<file path="src/rtl/psum_ctrl_pkg.sv">
// rtl/psum_ctrl_pkg.sv - shared PE package: default widths, FSM states, add helpers
package psum_ctrl_pkg;

  localparam int DEF_DATA_W = 24;
  localparam int DEF_ADDR_W = 5;
  localparam int DEF_DEPTH  = 32;
  localparam int PASS_W     = 8;

  typedef enum logic [1:0] {
    ST_IDLE  = 2'd0,
    ST_ACCUM = 2'd1,
    ST_DRAIN = 2'd2
  } psum_state_t;

  // Two's-complement overflow: operands agree in sign, result does not.
  function automatic logic add_ovf(input logic a_msb, input logic b_msb, input logic s_msb);
    return (a_msb == b_msb) && (s_msb != a_msb);
  endfunction

endpackage

</file>
<file path="src/rtl/psum_ctrl.sv">
// rtl/psum_ctrl.sv - partial-sum accumulate/drain controller for an external scratchpad
module psum_ctrl
  import psum_ctrl_pkg::*;
#(
  parameter int DATA_W = DEF_DATA_W,
  parameter int ADDR_W = DEF_ADDR_W,
  parameter int DEPTH  = DEF_DEPTH
) (
  input  logic              clk,
  input  logic              rst,
  input  logic              cfg_valid,
  output logic              cfg_ready,
  input  logic [ADDR_W-1:0] cfg_num_psum,
  input  logic [7:0]        cfg_num_acc,
  input  logic              in_valid,
  output logic              in_ready,
  input  logic [DATA_W-1:0] in_data,
  output logic              out_valid,
  input  logic              out_ready,
  output logic [DATA_W-1:0] out_data,
  output logic              spad_wen,
  output logic              spad_ren,
  output logic [ADDR_W-1:0] spad_addr,
  output logic [DATA_W-1:0] spad_wdata,
  input  logic [DATA_W-1:0] spad_rdata,
  output logic              busy,
  output logic              done,
  output logic              ovf
);

  psum_state_t       state;
  logic [ADDR_W-1:0] ptr;
  logic [ADDR_W-1:0] last_ptr;
  logic [PASS_W-1:0] pass;
  logic [PASS_W-1:0] last_pass;
  logic              ovf_r;
  logic              done_r;

  logic              cfg_fire;
  logic              in_fire;
  logic              out_fire;
  logic              accumulating;
  logic              ptr_at_end;
  logic [DATA_W-1:0] sum;
  logic              sum_ovf;

  // Handshake readiness follows the FSM state; cfg_ready is also held low during reset.
  assign cfg_ready = (state == ST_IDLE) && !rst;
  assign in_ready  = (state == ST_ACCUM);
  assign out_valid = (state == ST_DRAIN);
  assign busy      = (state != ST_IDLE);
  assign done      = done_r;
  assign ovf       = ovf_r;

  assign cfg_fire = cfg_valid && cfg_ready;
  assign in_fire  = in_valid && in_ready;
  assign out_fire = out_valid && out_ready;

  // Pass 0 seeds the scratchpad; later passes read-modify-write the same entry.
  assign accumulating = (pass != '0);

  // Last entry of a pass, also capped at the physical end of the scratchpad.
  assign ptr_at_end = (ptr == last_ptr) || (ptr == ADDR_W'(DEPTH - 1));

  assign sum     = spad_rdata + in_data;
  assign sum_ovf = add_ovf(spad_rdata[DATA_W-1], in_data[DATA_W-1], sum[DATA_W-1]);

  // Scratchpad port: writes only on accepted products, reads for RMW passes and for draining.
  always_comb begin
    spad_wen   = 1'b0;
    spad_ren   = 1'b0;
    spad_addr  = '0;
    spad_wdata = '0;
    out_data   = '0;
    if (in_fire) begin
      spad_wen   = 1'b1;
      spad_ren   = accumulating;
      spad_addr  = ptr;
      spad_wdata = accumulating ? sum : in_data;
    end else if (state == ST_DRAIN) begin
      spad_ren  = 1'b1;
      spad_addr = ptr;
      out_data  = spad_rdata;
    end
  end

  // Job FSM: latch config, walk ptr/pass through accumulation, then drain every entry once.
  always_ff @(posedge clk or posedge rst) begin
    if (rst) begin
      state     <= ST_IDLE;
      ptr       <= '0;
      last_ptr  <= '0;
      pass      <= '0;
      last_pass <= '0;
      ovf_r     <= 1'b0;
      done_r    <= 1'b0;
    end else begin
      done_r <= 1'b0;
      case (state)
        ST_IDLE: begin
          if (cfg_fire) begin
            last_ptr  <= cfg_num_psum;
            last_pass <= cfg_num_acc;
            ptr       <= '0;
            pass      <= '0;
            ovf_r     <= 1'b0;
            state     <= ST_ACCUM;
          end
        end
        ST_ACCUM: begin
          if (in_fire) begin
            if (accumulating && sum_ovf) begin
              ovf_r <= 1'b1;
            end
            if (ptr_at_end) begin
              ptr <= '0;
              if (pass == last_pass) begin
                pass  <= '0;
                state <= ST_DRAIN;
              end else begin
                pass <= pass + 1'b1;
              end
            end else begin
              ptr <= ptr + 1'b1;
            end
          end
        end
        ST_DRAIN: begin
          if (out_fire) begin
            if (ptr_at_end) begin
              ptr    <= '0;
              state  <= ST_IDLE;
              done_r <= 1'b1;
            end else begin
              ptr <= ptr + 1'b1;
            end
          end
        end
        default: begin
          state <= ST_IDLE;
        end
      endcase
    end
  end

endmodule

</file>
<file path="config.mk">
export PLATFORM = sky130hd
export DESIGN_NAME = psum_ctrl
export DESIGN_NICKNAME = d
export VERILOG_FILES = /design/src/rtl/psum_ctrl_pkg.sv /design/src/rtl/psum_ctrl.sv
export SDC_FILE = /design/constraint.sdc
export NUM_CORES = 1
export LEC_CHECK = 0
export BUFFER_PORTS_ARGS = -buffer_cell sky130_fd_sc_hd__buf_2
export CAP_MARGIN = 25
export CELL_PAD_IN_SITES_DETAIL_PLACEMENT = 0
export CELL_PAD_IN_SITES_GLOBAL_PLACEMENT = 2
export CORE_MARGIN = 2
export CORE_UTILIZATION = 25
export CTS_BUF_LIST = sky130_fd_sc_hd__clkbuf_8
export CTS_CLUSTER_DIAMETER = 60
export DETAILED_ROUTE_END_ITERATION = 7
export PLACE_DENSITY = 0.75
export SYNTH_ARGS = -nofsm -noshare
export SYNTH_HDL_FRONTEND = slang
export SYNTH_SLANG_ARGS = --single-unit
</file>
<file path="constraint.sdc">
create_clock -name clk -period 2.9 [get_ports clk]
set_input_delay 0.435 -clock clk [delete_from_list [all_inputs] [get_ports clk]]
set_output_delay 0.435 -clock clk [all_outputs]
set_load 0.05 [all_outputs]
</file>
==> parameters.txt, run 1 <==
Parameter                              Value

Critical path
  Worst flop-to-flop path startpoint    state[1]
  RR Endpoint    pass[4]
  CP Data Required Time    roughly 2.5 ns
  Maximum fanout encountered on the critical timing path    3
  Critical path start-end classification    input pin to output pin
  Number of cell instances on the worst register-to-register path    8
  Category of the worst setup path launch point    input pin
  Setup crit end kind    output pin
  Setup slack on the worst flop-to-flop path    about 0.5 ns
  Worst path arrival time    approximately 2.6 ns

STA
  Max Clock Freq    ~0.33 GHz
  Worst Slack Setup Final    -0.153 ns
  Unrepaired setup endpoints after global routing    true
  Post-route clock period utilization    105%
  Final count of pins violating max slew    0
  Post-layout min period    just over 3 ns
  Final setup vio count    7
  Worst clock skew on the final layout    between 0.004 and 0.005 ns
  Count of final hold-check violations    0
  Total Neg Setup Slack    -0.438 ns
  Slew of the pin with the lowest slew margin    about 0.43 ns
  Worst slew slack as a fraction of its limit    between 70% and 80%

Routing
  Drt initial violations    approximately 170
  Remaining antenna violation count    0
  Via total after detailed routing    3911
  Residual DRC    0
  Total wirelength of the detailed-routed design    roughly 12 mm
  DR vias/cell    slightly below 5
  Routed wire length per instance    about 15 um
  Number of iterations in the first detailed-routing pass    4

Global route
  Antenna violations before repair    0
  First-pass GRT wire length    19.0 mm
  Grt total ovfl    0
  Pin count of the biggest net entering global routing    31
  Overall global routing resource usage    between 15 and 20%
  Number of global-route vias before repair    between 3000 and 4000

Floorplanning
  Placeable core region    about 0.013 sq mm
  Number of primary I/O pins    approximately 130
  Die Y-Extent    between 100 and 150 um
  Floorplan row count    between 40 and 50
  Full die area    about 0.015 sq mm
  Initial core utilization    25.7%
  Die X    approximately 120 um

Synth
  Count leader, synth    nand2_1
  Post-synth top area share    21.9%
  Main flop type after synthesis    dfrtp_1
  Cell taking the most area after synthesis    dfrtp_1
  Syn_nets    535
  XOR/XNOR share of the synthesized area    under 10%
  Post-synthesis cell count    roughly 440
  Synth area leaders    dfrtp_1 (22%), ha_1 (11%), nand2_1 (5.8%), a21oi_1 (5.1%), and3_1 (4.7%)
  Top post-synthesis cells by count    nand2_1 (53), a21oi_1 (35), dfrtp_1 (30), ha_1 (30), o21ai_0 (29)
  Share of the synthesized area in compound gates (AO/OA/AOI/OAI)    between 20% and 30%
  Post-synth cell types    71
  Fraction of the yosys area taken by sequential cells    a little over a fifth
  Flip-flop and latch count after synthesis    30
  Number of enable-type register cells in the synthesized netlist    0
  Multiplexer fraction of the synthesized cell area    5.72%
  Mapped Avg Cell Area    a little under 8 sq um
  Simple-gate share of the synthesized area    about a quarter
  Share of async-settable or async-resettable flops after synthesis    between 90% and 100%
  Number of warnings reported in the yosys synthesis log    0
  Synth Area in Adders    between 10 and 15%
  Cell area after technology mapping    between 0.003 and 0.004 sq mm
  Main combinational cell family by area after synthesis    simple AND/OR/NAND/NOR gates

Clock tree
  CTS Root Cell    clkbuf_8
  Clock insertion delay at the later pin of the skew report    0.28 ns
  Number of clock sinks seen by CTS    30
  Clock tree from TritonCTS    yes
  Hold buffers post-CTS    0
  Inserted Clock Buffers    5
  Number of buffers on the longest clock path    2
  H-tree levels    2
  CTS clk-pin slew, worst paths    0.06 ns

Pwr
  Sw frac    between 50% and 60%
  Net switching component of the power    about 2.3 mW
  Static leakage power    about 2.5 nW
  Worst supply voltage drop on vdd    ~0.48 mV
  Power density over cell area    approximately 800 mW/mm^2
  Clock network fraction of total power    7.6%
  Relative contribution of sequential cells to total power    between 10% and 20%
  Logic pwr share    75.8%
  Int Pwr    roughly 1.9 mW

Finish
  Combined flip-flop and latch cell area    around 750 sq um
  Ratio of cells with drive above 1 in the final layout    a little under half
  Area of all placed cells without fillers    ~0.0053 sq mm
  Number of fill cells    between 1000 and 1500
  Multi-input combinational cell area    0.00285 sq mm
  Util after Layout    39.5%
  Number of antenna diodes    0
  Final Net Count    718
  Layout Cells excl Fill    approximately 800
  Area Growth Syn to Fin    53.5%

Run status
  Violated checks    negative setup slack
  Status    finished, violations left

Placement
  RD Place Congestion    slightly above 0.8
  Post-detail-place hpwl    just over 9 mm
  Post-place setup slack    -0.462 ns
  Input/output buffers    ~130
  Count of placed standard cells including taps    ~780
  Total cell area at the placement stage    ~0.0048 sq mm

Run
  Max-Cap Viols    0

Hold path
  Min-Delay Path Class    input pin to asynchronous set/reset pin
==> layout make-up <==
cell class | count | area share (%)
clock buffers | 5 | 1.31
clock inverters | 2 | 0.190
inverters | 20 | 1.42
multi-input cells | 368 | 54.1
flip-flops and latches | 30 | 14.2
well taps | 176 | 4.18
repair buffers | 196 | 24.5
==> critical path: stages <==
cell       delay, ns
buf_8           0.08
ha_4            0.15
inv_2           0.04
fa_2            0.33
and2b_1         0.23
o2111ai_2       0.14
a21oi_2         0.20
o2111ai_2       0.20
o211ai_1        0.30
buf_4           0.17
a21o_1          0.11
nand3_2         0.07
buf_8           0.16
==> cells in the final DEF, fill, tap and decap left out, types with 8 or more instances in the layout <==
master	count
inv_1	18
nand3_1	9
buf_6	17
nor2_1	19
buf_4	68
xnor2_1	14
and3_1	26
a21oi_1	25
buf_2	106
mux2_2	13
nand2_1	53
ha_1	22
nor2b_1	10
nor3_1	10
o21ai_0	22
dfrtp_1	30
o21a_1	8
a21oi_2	11
==> worst max path at each step <==
stage | from | end | slack, ns
after floorplan | in_data[0] | spad_wdata[22] | -0.16
after global placement | in_data[0] | spad_wdata[22] | -0.39
after detailed placement | in_data[0] | spad_wdata[22] | -0.46
after CTS | spad_rdata[0] | spad_wdata[20] | -0.24
after global routing | in_data[0] | spad_wdata[20] | -0.30
final | in_data[0] | spad_wdata[20] | -0.15
==> routing by layer <==
| metal | part of all wire (%) | GRT usage [%] | vias to the layer above |
|---|---|---|---|
| met5 | 0 | 0 | - |
| met4 | 0.71 | 2.44 | 0 |
| met3 | 5.7 | 3.15 | 8 |
| met2 | 50 | 28.5 | 98 |
| met1 | 44 | 20.0 | 1839 |
| li1 | - | - | 1966 |
==> power by group through the flow <==
stage / combinational, mW / clock, mW / sequential (mW)
2_1_floorplan: 2.18 / 0 / 0.691
3_3_place_gp: 2.94 / 0 / 0.698
3_5_place_dp: 2.97 / 0 / 0.706
4_1_cts: 3.14 / 0.327 / 0.698
5_1_grt: 3.46 / 0.347 / 0.721
6_report: 3.19 / 0.319 / 0.696
==> sequential cells by signal, summed over array words and instances, names as in the netlist <==
register	flops
last_pass	8
pass	8
state	2
last_ptr	5
ovf	1
ptr	5
done	1
==> timing repair <==
action                                  4_1_cts  5_1_grt
setup buffers                                 3        6
endpoints found under the setup margin       15       21
pin swaps                                    18       18
resized for setup                            60       18
==> kinds of logic (layout without fill, tap and decap cells) <==
group | Yosys count | count (layout)
buffers and inverters | 40 | 223
adder cells (fa/ha/maj) | 31 | 31
flip-flops | 30 | 30
AND/OR/NAND/NOR | 169 | 169
AO/OA/AOI/OAI | 128 | 128
XOR/XNOR | 22 | 22
multiplexers | 18 | 18
==> through the flow <==
stage	hold slack, ns	power (mW)
5_1_grt	0.349	4.53
3_5_place_dp	0.510	3.68
4_1_cts	0.304	4.16
3_3_place_gp	0.505	3.64
2_1_floorplan	0.486	2.87
6_report	0.289	4.20
No activity file was read; power rests on OpenSTA's default activity.
==> run 2, diff against run 1 <==
Settings changed: SKIP_LAST_GASP from default to 1.
==> run 2 against run 1 <==
Against the previous run: the run still ends with negative setup slack left; maximum frequency is essentially flat; clock skew is essentially flat; largest power group unchanged; wire length down 0.33%; highest routed layer unchanged; register-to-register slack about the same; critical path type unchanged.
==> parameters.txt, run 2 (same netlist as run 1, synthesis figures left out) <==
Parameter                              Value

Floorplanning
  Initial core utilization    25.7%
  Die X    121 um
  Full die area    between 0.01 and 0.015 sq mm
  Placeable core region    around 0.013 sq mm
  Die Y-Extent    ~120 um
  Floorplan row count    42
  Number of primary I/O pins    approximately 130

Finish
  Number of antenna diodes    0
  Ratio of cells with drive above 1 in the final layout    between 40% and 50%
  Most frequent standard cell in the layout excluding fill and tap cells    buf_2
  Util after Layout    39.2%
  Leading cell types in the layout, fill and taps excluded    buf_2 (107), buf_4 (68), nand2_1 (53), dfrtp_1 (30), and3_1 (26)
  Registers with the most flip-flops    last_pass x8, pass x8
  Final Net Count    just over 700
  Area Growth Syn to Fin    52.3%
  Area of all placed cells without fillers    ~0.0052 sq mm

Pwr
  Power density over cell area    roughly 800 mW/mm^2
  Clock network fraction of total power    roughly 7.6%
  Worst supply voltage drop on vdd    roughly 0.48 mV
  Logic pwr share    around three quarters
  Static leakage power    about 2.5 nW
  Int Pwr    1.85 mW
  Total Power    between 4 and 5 mW
  Sw frac    a little under three fifths
  Relative contribution of sequential cells to total power    16.6%
  Net switching component of the power    approximately 2.3 mW

Routing
  Number of iterations in the first detailed-routing pass    4
  Total wirelength of the detailed-routed design    around 12 mm
  Via total after detailed routing    ~3900
  Residual DRC    0
  Remaining antenna violation count    0
  DR vias/cell    around 5
  Drt initial violations    between 100 and 150
  Routed wire length per instance    14.7 um

STA
  Count of final hold-check violations    0
  Hold_ws    0.286 ns
  Worst clock skew on the final layout    0.00438 ns
  Post-route clock period utilization    105%
  Unrepaired setup endpoints after global routing    true
  Slew of the pin with the lowest slew margin    0.426 ns
  Final setup vio count    7
  Final count of pins violating max slew    0
  Max Clock Freq    0.328 GHz
  Worst Slack Setup Final    -0.151 ns
  Post-layout min period    roughly 3.1 ns
  Worst slew slack as a fraction of its limit    between 70% and 80%
  Total Neg Setup Slack    -0.432 ns

Critical path
  Setup crit end kind    output pin
  CP Data Required Time    ~2.5 ns
  Maximum fanout encountered on the critical timing path    3
  Worst flop-to-flop path startpoint    state[1]
  Number of cell instances on the worst register-to-register path    8
  Category of the worst setup path launch point    input pin
  Worst path arrival time    around 2.6 ns
  RR Endpoint    pass[4]
  Critical path start-end classification    input pin to output pin
  Setup slack on the worst flop-to-flop path    0.50 ns

Clock tree
  Clock insertion delay at the later pin of the skew report    about 0.28 ns
  Hold buffers post-CTS    0
  CTS Root Cell    clkbuf_8
  Inserted Clock Buffers    5
  CTS clk-pin slew, worst paths    ~0.060 ns
  H-tree levels    2
  Number of buffers on the longest clock path    2
  Clock tree from TritonCTS    yes
  Number of clock sinks seen by CTS    30

Hold path
  Min-Delay Path Class    input pin to asynchronous set/reset pin

Global route
  First-pass GRT wire length    about 19 mm
  Overall global routing resource usage    15.9%
  Pin count of the biggest net entering global routing    31
  Antenna violations before repair    0
  Number of global-route vias before repair    3909
  Grt total ovfl    0

Placement
  Post-detail-place hpwl    ~9.3 mm
  Input/output buffers    roughly 130
  Total cell area at the placement stage    between 0.004 and 0.005 sq mm
  RD Place Congestion    between 0.8 and 0.9

Run
  Max-Cap Viols    0

Run status
  Violated checks    negative setup slack
  Status    finished, violations left
run 2: cell count changes in the layout (fill, tap and decap cells not counted), sizes merged:
cell | before | now
clkbuf | 7 | 6
buf | 194 | 195
run 2: area by class of cell:
type,count,area (sq um)
Sequential cell,30,751
Clock inverter,2,10.0
Timing Repair Buffer,196,1290
Clock buffer,5,68.8
Multi-Input combinational cell,368,2810
Inverter,20,75.1
Tap cell,176,220
Fill cell,1446,8120
run 2: routing by layer:
metal  GRT usage, %  part of all wire, %  up-vias
met2           28.5                   49      106
met5              0                    0        -
met3           2.87                  6.2        8
met1           20.2                   44     1827
met4           2.44                 0.68        0
li1               -                    -     1968
run 2: how the worst max path moves through the flow:
stage                  start        endpoint  cells after the start
2_1_floorplan     in_data[0]  spad_wdata[22]                     10
3_3_place_gp      in_data[0]  spad_wdata[22]                     12
3_5_place_dp      in_data[0]  spad_wdata[22]                     12
4_1_cts        spad_rdata[0]  spad_wdata[20]                     13
5_1_grt           in_data[0]  spad_wdata[20]                     13
6_report          in_data[0]  spad_wdata[20]                     13
run 2: through the flow:
stage,setup WS [ns],instances
detailed placement,-0.462,781
global route,-0.298,797
CTS,-0.247,791
finish,-0.151,797
floorplan,-0.159,438
global placement,-0.392,781
run 2: worst max-delay path, cell delays in order:
cell	delay (ns)
buf_8	0.08
ha_4	0.15
inv_2	0.04
fa_2	0.33
and2b_1	0.23
o2111ai_2	0.14
a21oi_2	0.20
o2111ai_2	0.20
o211ai_1	0.30
buf_4	0.17
a21o_1	0.11
nand3_2	0.07
buf_8	0.16
run 2: repair_timing:
| action | CTS | global route |
|---|---|---|
| setup buffers | 3 | 6 |
| pin swaps | 16 | 19 |
| resized for setup | 59 | 14 |
| setup endpoints to repair | 15 | 21 |
run 2: power by group through the flow:
stage | registers (mW) | logic (mW) | clock network (mW)
3_5_place_dp | 0.706 | 2.97 | 0
5_1_grt | 0.720 | 3.45 | 0.347
2_1_floorplan | 0.691 | 2.18 | 0
4_1_cts | 0.698 | 3.13 | 0.327
3_3_place_gp | 0.698 | 2.94 | 0
6_report | 0.695 | 3.17 | 0.319
